===== config.mk =====
export PLATFORM = sky130hd
export DESIGN_NAME = ps2_key_decoder
export DESIGN_NICKNAME = d
export VERILOG_FILES = /design/src/rtl/ps2_key_decoder.sv
export SDC_FILE = /design/constraint.sdc
export NUM_CORES = 1
export LEC_CHECK = 0
export ABC_AREA = 0
export CORE_ASPECT_RATIO = 1.75
export CORE_MARGIN = 2
export CORE_UTILIZATION = 62
export CTS_BUF_LIST = sky130_fd_sc_hd__clkbuf_16
export CTS_CLUSTER_SIZE = 12
export DETAILED_ROUTE_END_ITERATION = 12
export PLACE_DENSITY_LB_ADDON = 0.1
export REMOVE_ABC_BUFFERS = 1
export SYNTH_ARGS = -nofsm -noshare
export SYNTH_HDL_FRONTEND = slang
export SYNTH_SLANG_ARGS = --single-unit

===== constraint.sdc =====
create_clock -name clk -period 3.85 [get_ports clk]
set_clock_uncertainty 0.15 [all_clocks]
set_input_delay 0.5775 -clock clk [delete_from_list [all_inputs] [get_ports clk]]
set_output_delay 0.5775 -clock clk [all_outputs]
set_load 0.01 [all_outputs]

===== src/rtl/ps2_key_decoder.sv =====
// PS/2 keyboard front end: synchronises, deserialises and decodes scancodes into held directions and start/continue pulses.
// Optional PS2_WASD_EN macro adds W/S/A/D as a second set of direction keys.
module ps2_key_decoder #(
  parameter int TIMEOUT_CYCLES = 200000,
  parameter int CNT_W          = 18
) (
  input  logic       clk,
  input  logic       rst,
  input  logic       ps2_clk,
  input  logic       ps2_data,
  output logic [3:0] btns,
  output logic       continue_pulse,
  output logic       start_pulse,
  output logic [7:0] scancode,
  output logic       scan_valid,
  output logic       frame_err
);

  typedef enum logic [1:0] {S_IDLE, S_EXT, S_BRK, S_EXT_BRK} dec_state_e;

  logic [2:0]       clk_sync_q, clk_sync_d;
  logic [1:0]       dat_sync_q, dat_sync_d;
  logic [3:0]       bit_idx_q, bit_idx_d;
  logic [9:0]       shift_q, shift_d;
  logic [CNT_W-1:0] tmo_q, tmo_d;
  dec_state_e       state_q, state_d;
  logic [3:0]       arrow_q, arrow_d;
  logic [3:0]       wasd_q, wasd_d;
  logic             space_q, space_d;
  logic             enter_q, enter_d;
  logic [3:0]       btns_q, btns_d;
  logic             cont_q, cont_d;
  logic             start_q, start_d;
  logic [7:0]       scancode_q, scancode_d;
  logic             scan_valid_q, scan_valid_d;
  logic             frame_err_q, frame_err_d;

  logic       fall;
  logic       dat;
  logic       byte_ok;
  logic [7:0] rx_byte;
  logic       evt, evt_make, evt_ext;

  assign fall    = clk_sync_q[2] & ~clk_sync_q[1];
  assign dat     = dat_sync_q[1];
  assign rx_byte = shift_q[8:1];

  always_comb begin
    clk_sync_d   = {clk_sync_q[1:0], ps2_clk};
    dat_sync_d   = {dat_sync_q[0], ps2_data};
    bit_idx_d    = bit_idx_q;
    shift_d      = shift_q;
    tmo_d        = tmo_q;
    state_d      = state_q;
    arrow_d      = arrow_q;
    wasd_d       = wasd_q;
    space_d      = space_q;
    enter_d      = enter_q;
    scancode_d   = scancode_q;
    scan_valid_d = 1'b0;
    frame_err_d  = 1'b0;
    cont_d       = 1'b0;
    start_d      = 1'b0;
    byte_ok      = 1'b0;
    evt          = 1'b0;
    evt_make     = 1'b0;
    evt_ext      = 1'b0;

    // Frame receive: the 11th edge carries the stop bit, checked against the stored start/data/parity.
    if (fall) begin
      tmo_d = '0;
      if (bit_idx_q == 4'd10) begin
        bit_idx_d = 4'd0;
        if (!shift_q[0] && dat && (^shift_q[9:1])) byte_ok = 1'b1;
        else                                         frame_err_d = 1'b1;
      end else begin
        shift_d[bit_idx_q] = dat;
        bit_idx_d          = bit_idx_q + 4'd1;
      end
    end else if (bit_idx_q != 4'd0) begin
      if (tmo_q == CNT_W'(TIMEOUT_CYCLES - 1)) begin
        bit_idx_d   = 4'd0;
        tmo_d       = '0;
        frame_err_d = 1'b1;
      end else begin
        tmo_d = tmo_q + CNT_W'(1);
      end
    end else begin
      tmo_d = '0;
    end

    // Prefix tracking: a bad frame drops any half-received E0/F0 sequence.
    if (frame_err_d) begin
      state_d = S_IDLE;
    end else if (byte_ok) begin
      scan_valid_d = 1'b1;
      scancode_d   = rx_byte;
      case (state_q)
        S_IDLE: begin
          if (rx_byte == 8'hE0)      state_d = S_EXT;
          else if (rx_byte == 8'hF0) state_d = S_BRK;
          else begin evt = 1'b1; evt_make = 1'b1; end
        end
        S_EXT: begin
          if (rx_byte == 8'hF0) state_d = S_EXT_BRK;
          else begin evt = 1'b1; evt_make = 1'b1; evt_ext = 1'b1; state_d = S_IDLE; end
        end
        S_BRK: begin
          if (rx_byte == 8'hE0) state_d = S_EXT_BRK;
          else begin evt = 1'b1; state_d = S_IDLE; end
        end
        default: begin
          evt = 1'b1; evt_ext = 1'b1; state_d = S_IDLE;
        end
      endcase
    end

    if (evt) begin
      if (evt_ext) begin
        case (rx_byte)
          8'h75:   arrow_d[3] = evt_make;
          8'h72:   arrow_d[2] = evt_make;
          8'h6B:   arrow_d[1] = evt_make;
          8'h74:   arrow_d[0] = evt_make;
          default: ;
        endcase
      end else begin
        case (rx_byte)
          8'h29: begin cont_d  = evt_make & ~space_q; space_d = evt_make; end
          8'h5A: begin start_d = evt_make & ~enter_q; enter_d = evt_make; end
`ifdef PS2_WASD_EN
          8'h1D:   wasd_d[3] = evt_make;
          8'h1B:   wasd_d[2] = evt_make;
          8'h1C:   wasd_d[1] = evt_make;
          8'h23:   wasd_d[0] = evt_make;
`endif
          default: ;
        endcase
      end
    end

    btns_d = arrow_d | wasd_d;
  end

  always_ff @(posedge clk) begin
    if (!rst) begin
      clk_sync_q   <= '1;
      dat_sync_q   <= '1;
      bit_idx_q    <= '0;
      tmo_q        <= '0;
      state_q      <= S_IDLE;
      arrow_q      <= '0;
      wasd_q       <= '0;
      space_q      <= 1'b0;
      enter_q      <= 1'b0;
      btns_q       <= '0;
      cont_q       <= 1'b0;
      start_q      <= 1'b0;
      scancode_q   <= '0;
      scan_valid_q <= 1'b0;
      frame_err_q  <= 1'b0;
    end else begin
      clk_sync_q   <= clk_sync_d;
      dat_sync_q   <= dat_sync_d;
      bit_idx_q    <= bit_idx_d;
      tmo_q        <= tmo_d;
      state_q      <= state_d;
      arrow_q      <= arrow_d;
      wasd_q       <= wasd_d;
      space_q      <= space_d;
      enter_q      <= enter_d;
      btns_q       <= btns_d;
      cont_q       <= cont_d;
      start_q      <= start_d;
      scancode_q   <= scancode_d;
      scan_valid_q <= scan_valid_d;
      frame_err_q  <= frame_err_d;
    end
  end

  always_ff @(posedge clk) begin
    shift_q <= shift_d;
  end

  assign btns           = btns_q;
  assign continue_pulse = cont_q;
  assign start_pulse    = start_q;
  assign scancode       = scancode_q;
  assign scan_valid     = scan_valid_q;
  assign frame_err      = frame_err_q;

endmodule


# After elaboration in Yosys (flattened, before gate mapping)
# Cells that the tools add are included.
# totals
inputBits,4
elab_cells,105
reg_bits,57
# op_classes
mux,33
n_reduce_logical,24
n_lt_le_gt_ge,2
eq_ne,13
add_sub_neg,2
bitwise_logic,14
# op_table
op,count
"== test 8 x 7 -> 1 bit, second input constant",5
two-way mux 1 bit,19
"adder 18 x 1 -> 18 bit, second input constant",1
"== test 18 bit, second input constant",1
AND reduction 3 bit,6
"== test 8 bit, second input constant",2
two-way mux 4 bit,4
OR reduction 4 bit,3
inverter 1 bit,11
bitwise mux 10 bit,1
XOR reduction 9 bit,1
"== test 8 x 6 -> 1 bit, second input constant",1
two-way mux 2 bit,4
AND reduction 2 bit,4
one-hot mux 2 bit (3 select lines),1
"less-than comparator 4 x 5 -> 1 bit, second input constant",1
"adder 4 x 1 -> 4 bit, second input constant",1
demux 1 bit (select 4 bit),1
"== test 4 bit, second input constant",1
">= comparator 4 x 1 -> 1 bit, second input constant",1
one-hot mux 1 bit (2 select lines),2
nonzero test 2 bit,2
nonzero test 4 bit,1
OR reduction 2 bit,2
other kinds (8),12

# Depth between registers and ports, before layout
# depth
word_depth,10
mapped_depth,9
depth_no_buf,7

# Least setup slack after synthesis
# OpenSTA, ideal clock, no wires.
# synth_path
path_type,register to register
from,register shift_q[5]
to,register state_q[1]
t_arrival_ps,2027
path_slack_ps,1603
path_stages_with_launch,9
period_less_slack_ps,2247
path_cell_list,edfxtp_1 -> inv_1 -> ha_1 -> xnor2_1 -> xnor3_1 -> nand3_2 -> buf_6 -> or4b_1 -> a21oi_1
# synth_via
elab_chain_cells,6
elab_cells_between_ends,17
# synth_lines
item,line,source
start: declaration,24,"logic [9:0] shift_q, shift_d;"
start signal: assignment,182,shift_q <= shift_d;
XOR reduction 9 bit,74,if (!shift_q[0] && dat && (^shift_q[9:1])) byte_ok = 1'b1;
logical AND 1 bit,74,
two-way mux 1 bit,74,
two-way mux 1 bit,72,if (bit_idx_q == 4'd10) begin
two-way mux 1 bit,70,if (fall) begin
AND reduction 2 bit (no source line) / OR reduction 2 bit (equally long branches),-,
end signal: assignment,167,state_q <= state_d;
end: declaration,26,"dec_state_e state_q, state_d;"
# Several ways; a longest one is shown, not always the timed one.
# A chain may end at the register's enable or synchronous reset.

# Worst setup path after layout
# layout_path
from,register shift_q[5]
to,register enter_q
# layout_via
elab_chain_cells,9
elab_cells_between_ends,25
# layout_lines
item,line,source
branches (longest 9 deep; another with == test 8 bit),-,
end signal: assignment,171,enter_q <= enter_d;
end: declaration,30,"logic enter_q, enter_d;"
# Parallel ways; which one is timed is not known.

==> impl_metrics.yaml <==
critical_path:
  path_buf_inv: 1
  path_delay_family: "simple AND/OR/NAND/NOR gates"
  worstSetupEndpointType: "flop"
  critPathLaunchType: "flop"
  startpoint: "shift_q[5]"
  ff2ff_path_depth: 7
  cp_cell_sequence: "inv_1 -> ha_1 -> xnor2_1 -> xnor3_1 -> nand3_2 -> or4_1 -> a21oi_1"
  r2r_slack_ns: 1.07
  slowest_stage: "or4_1"
  max_stage_delay_ns: 0.66
  r2r_end: "enter_q"
  r2r-start: "shift_q[5]"
  cp.required_ns: 3.94
  crit_fanout: 25
  worst_ep_arrival_time_ns: 2.87
  critPathKind: "reg -> reg"
yosys:
  synth_edf_count: 10
  muxShareOfSynthArea_pct: 3.06
  yosysWarnings: 0
  async_reset_ff_share_pct: 0
  ys_seq_area_share_pct: 47.4
  synth_compound_area_share_pct: 6.93
  syn_area_mm2: 0.00262
  synth_xor_xnor_area_share_pct: 7.21
  synth_cell_types: 40
  yosys.area_share.simple_pct: 25.3
  synthAdderAreaFrac_pct: 6.69
  synth_top_family_by_area: "simple AND/OR/NAND/NOR gates"
  syn_avg_cell_area_um2: 9.59
  synth-seq-cells: 57
  syn_inst: 273
  synth_flop_cell: "dfxtp_1"
routing:
  antenna_left: 0
  routedWlPerCell_um: 15.7
  drc_errors: 0
  num_vias: 2030
  viasPerCell: 5.82
  first_pass_iters: 4
  drtIter0Drc: 86
  routed_wl_mm: 5.46
floorplan:
  die_h_um: 90.0
  ioPinCount: 20
  core_mm2: 0.00411
  dieArea_mm2: 0.00478
  start_util_pct: 63.7
  core.rowCount: 31
  die_w_um: 53.1
clocking:
  numCtsBuffers: 9
  post_cts_buffers: 0
  clock_path_buffers: 2
  root_buffer: "clkbuf_16"
  h-tree-depth: 3
  cts_resized: 0
  cts_hold_buffers: 0
  clk_latency_ns: 0.32
  clkTransAtPathRegs_ns: 0.05
  cts_tree: "built"
  cts_sinks: 57
flow_run:
  maxCapViolCount: 0
final_layout:
  antenna_cells_inserted: 0
  drive_gt1_share_pct: 5.67
  fin_nets: 313
  mostFrequentLayoutCells: "nor2_1, dfxtp_1, clkdlybuf4s50_1"
  areaGrowthSynthToFinish_pct: 18.4
timing:
  finalCriticalPeriod_ns: 2.78
  worst_pin_slew_ns: 1.03
  hold_viol: 0
  drv_slew: 0
  fmax_mhz: 359
  fin_tns_setup_ns: 0
  fin_crit_sh_pct: 72.3
  finalSetupViolCount: 0
  fin_hold_ws_ns: 0.259
  maxSlewHeadroom_pct: 30.5
  rsz0062_at_grt: "no"
place:
  io_buffers: 19
  hpwlAfterDp_mm: 3.70
  gp_congestion: 0.769
pwr:
  p_sw_mw: 0.270
  irDropWorstVdd_v: 0.000383
  clockPowerShare_pct: 52.7
  p_per_area_mw_per_mm2: 435
  p_leak_nw: 1.16
  swShare_pct: 20.0
  comb_power_share_pct: 1.7
  p_seq_share_pct: 45.6
  intPower_mw: 1.08
grt:
  grt_overflow: 0
  antenna_found_initial: 0
  first_global_vias: 2010
  grt_pass1_wl_mm: 8.94
  grt_max_degree: 26
  grt_use_total_pct: 25.6
min_path:
  hp-class: "reg -> reg"
  hold_depth: 1
  hold_start: "clk_sync_q[0]"
  min_to: "clk_sync_q[1]"
outcome:
  status: "completed"
metrics by stage:
step | area (um^2) | utilization (%) | cells | power, mW | setup slack (ns)
2_1_floorplan | 2570 | - | 265 | 0.639 | 1.41
3_3_place_gp | 2830 | 68.7 | 333 | 0.648 | 1.26
3_5_place_dp | 2830 | 68.7 | 333 | 0.649 | 1.14
4_1_cts | 3100 | 75.4 | 349 | 1.35 | 1.06
5_1_grt | 3100 | 75.4 | 349 | 1.38 | 0.900
6_report | 3100 | 75.4 | 349 | 1.35 | 1.07
worst max path at each step:
stage | to | slack, ns | cells past startpoint
floorplan | btns[0] | 1.41 | 7
detailed placement | enter_q | 1.14 | 7
global route | btns[0] | 0.90 | 7
global placement | btns[0] | 1.26 | 7
CTS | enter_q | 1.06 | 7
finish | enter_q | 1.07 | 7
registers in the layout, indices dropped and copies added, names as in the netlist:
register / cells
continue_pulse: 1
dat_sync_q: 2
start_pulse: 1
enter_q: 1
btns: 4
scan_valid: 1
frame_err: 1
space_q: 1
state_q: 2
tmo_q: 18
clk_sync_q: 3
shift_q: 10
scancode: 8
bit_idx_q: 4
per-layer routing:
| metal | share of wire [%] | wire length (um) | track usage [%] |
|---|---|---|---|
| met1 | 36 | 1980 | 22.3 |
| met2 | 59 | 3220 | 49.1 |
| met3 | 2.0 | 109 | 4.82 |
| met4 | 2.8 | 155 | 15.2 |
| met5 | 0 | 0 | 0 |
cells by family after synthesis:
kind of cell | after synthesis
AOI/OAI and AO/OA | 30
xor gates and xnor gates | 20
adders and majority gates | 14
buffers and inverters | 20
DFF | 57
muxes | 8
and+or+nand+nor | 124
power by group through the flow:
stage / combinational (mW) / sequential [mW] / clock [mW]
finish: 0.0229 / 0.615 / 0.710
global route: 0.0251 / 0.615 / 0.744
CTS: 0.0228 / 0.615 / 0.715
detailed placement: 0.0223 / 0.627 / 0
global placement: 0.0219 / 0.627 / 0
floorplan: 0.0135 / 0.626 / 0
area by class of cell:
class / instances / area, um^2
multi-input combinational: 196 / 1290
sequential: 57 / 1240
fill: 298 / 1010
clock buffer: 10 / 250
timing repair buffer: 19 / 190
tap: 49 / 61.3
inverter: 12 / 45.0
clock inverter: 6 / 23.8
Yosys cell counts (all sizes together) (6+ instances only):
cell    count  area share, %
nand2       9            1.3
xnor2       9            3.0
nand2b     13            3.2
nor3        9            1.7
or4         7            2.0
nand4      10            2.4
mux2i       8            3.1
o21ai       6            1.1
dfxtp      47             36
inv        12            1.7
edfxtp     10             11
ha         14            6.7
xor2       10            3.3
nand3       8            1.9
a21oi      11            2.1
nor2       48            7.2
o31ai       7            2.0
worst register-to-register path: stages, from the launching register on:
cell      delay [ns]
edfxtp_1        0.42
inv_1           0.07
ha_1            0.31
xnor2_1         0.21
xnor3_1         0.28
nand3_2         0.43
or4_1           0.66
a21oi_1         0.17
No activity file was read; power rests on OpenSTA's default activity.
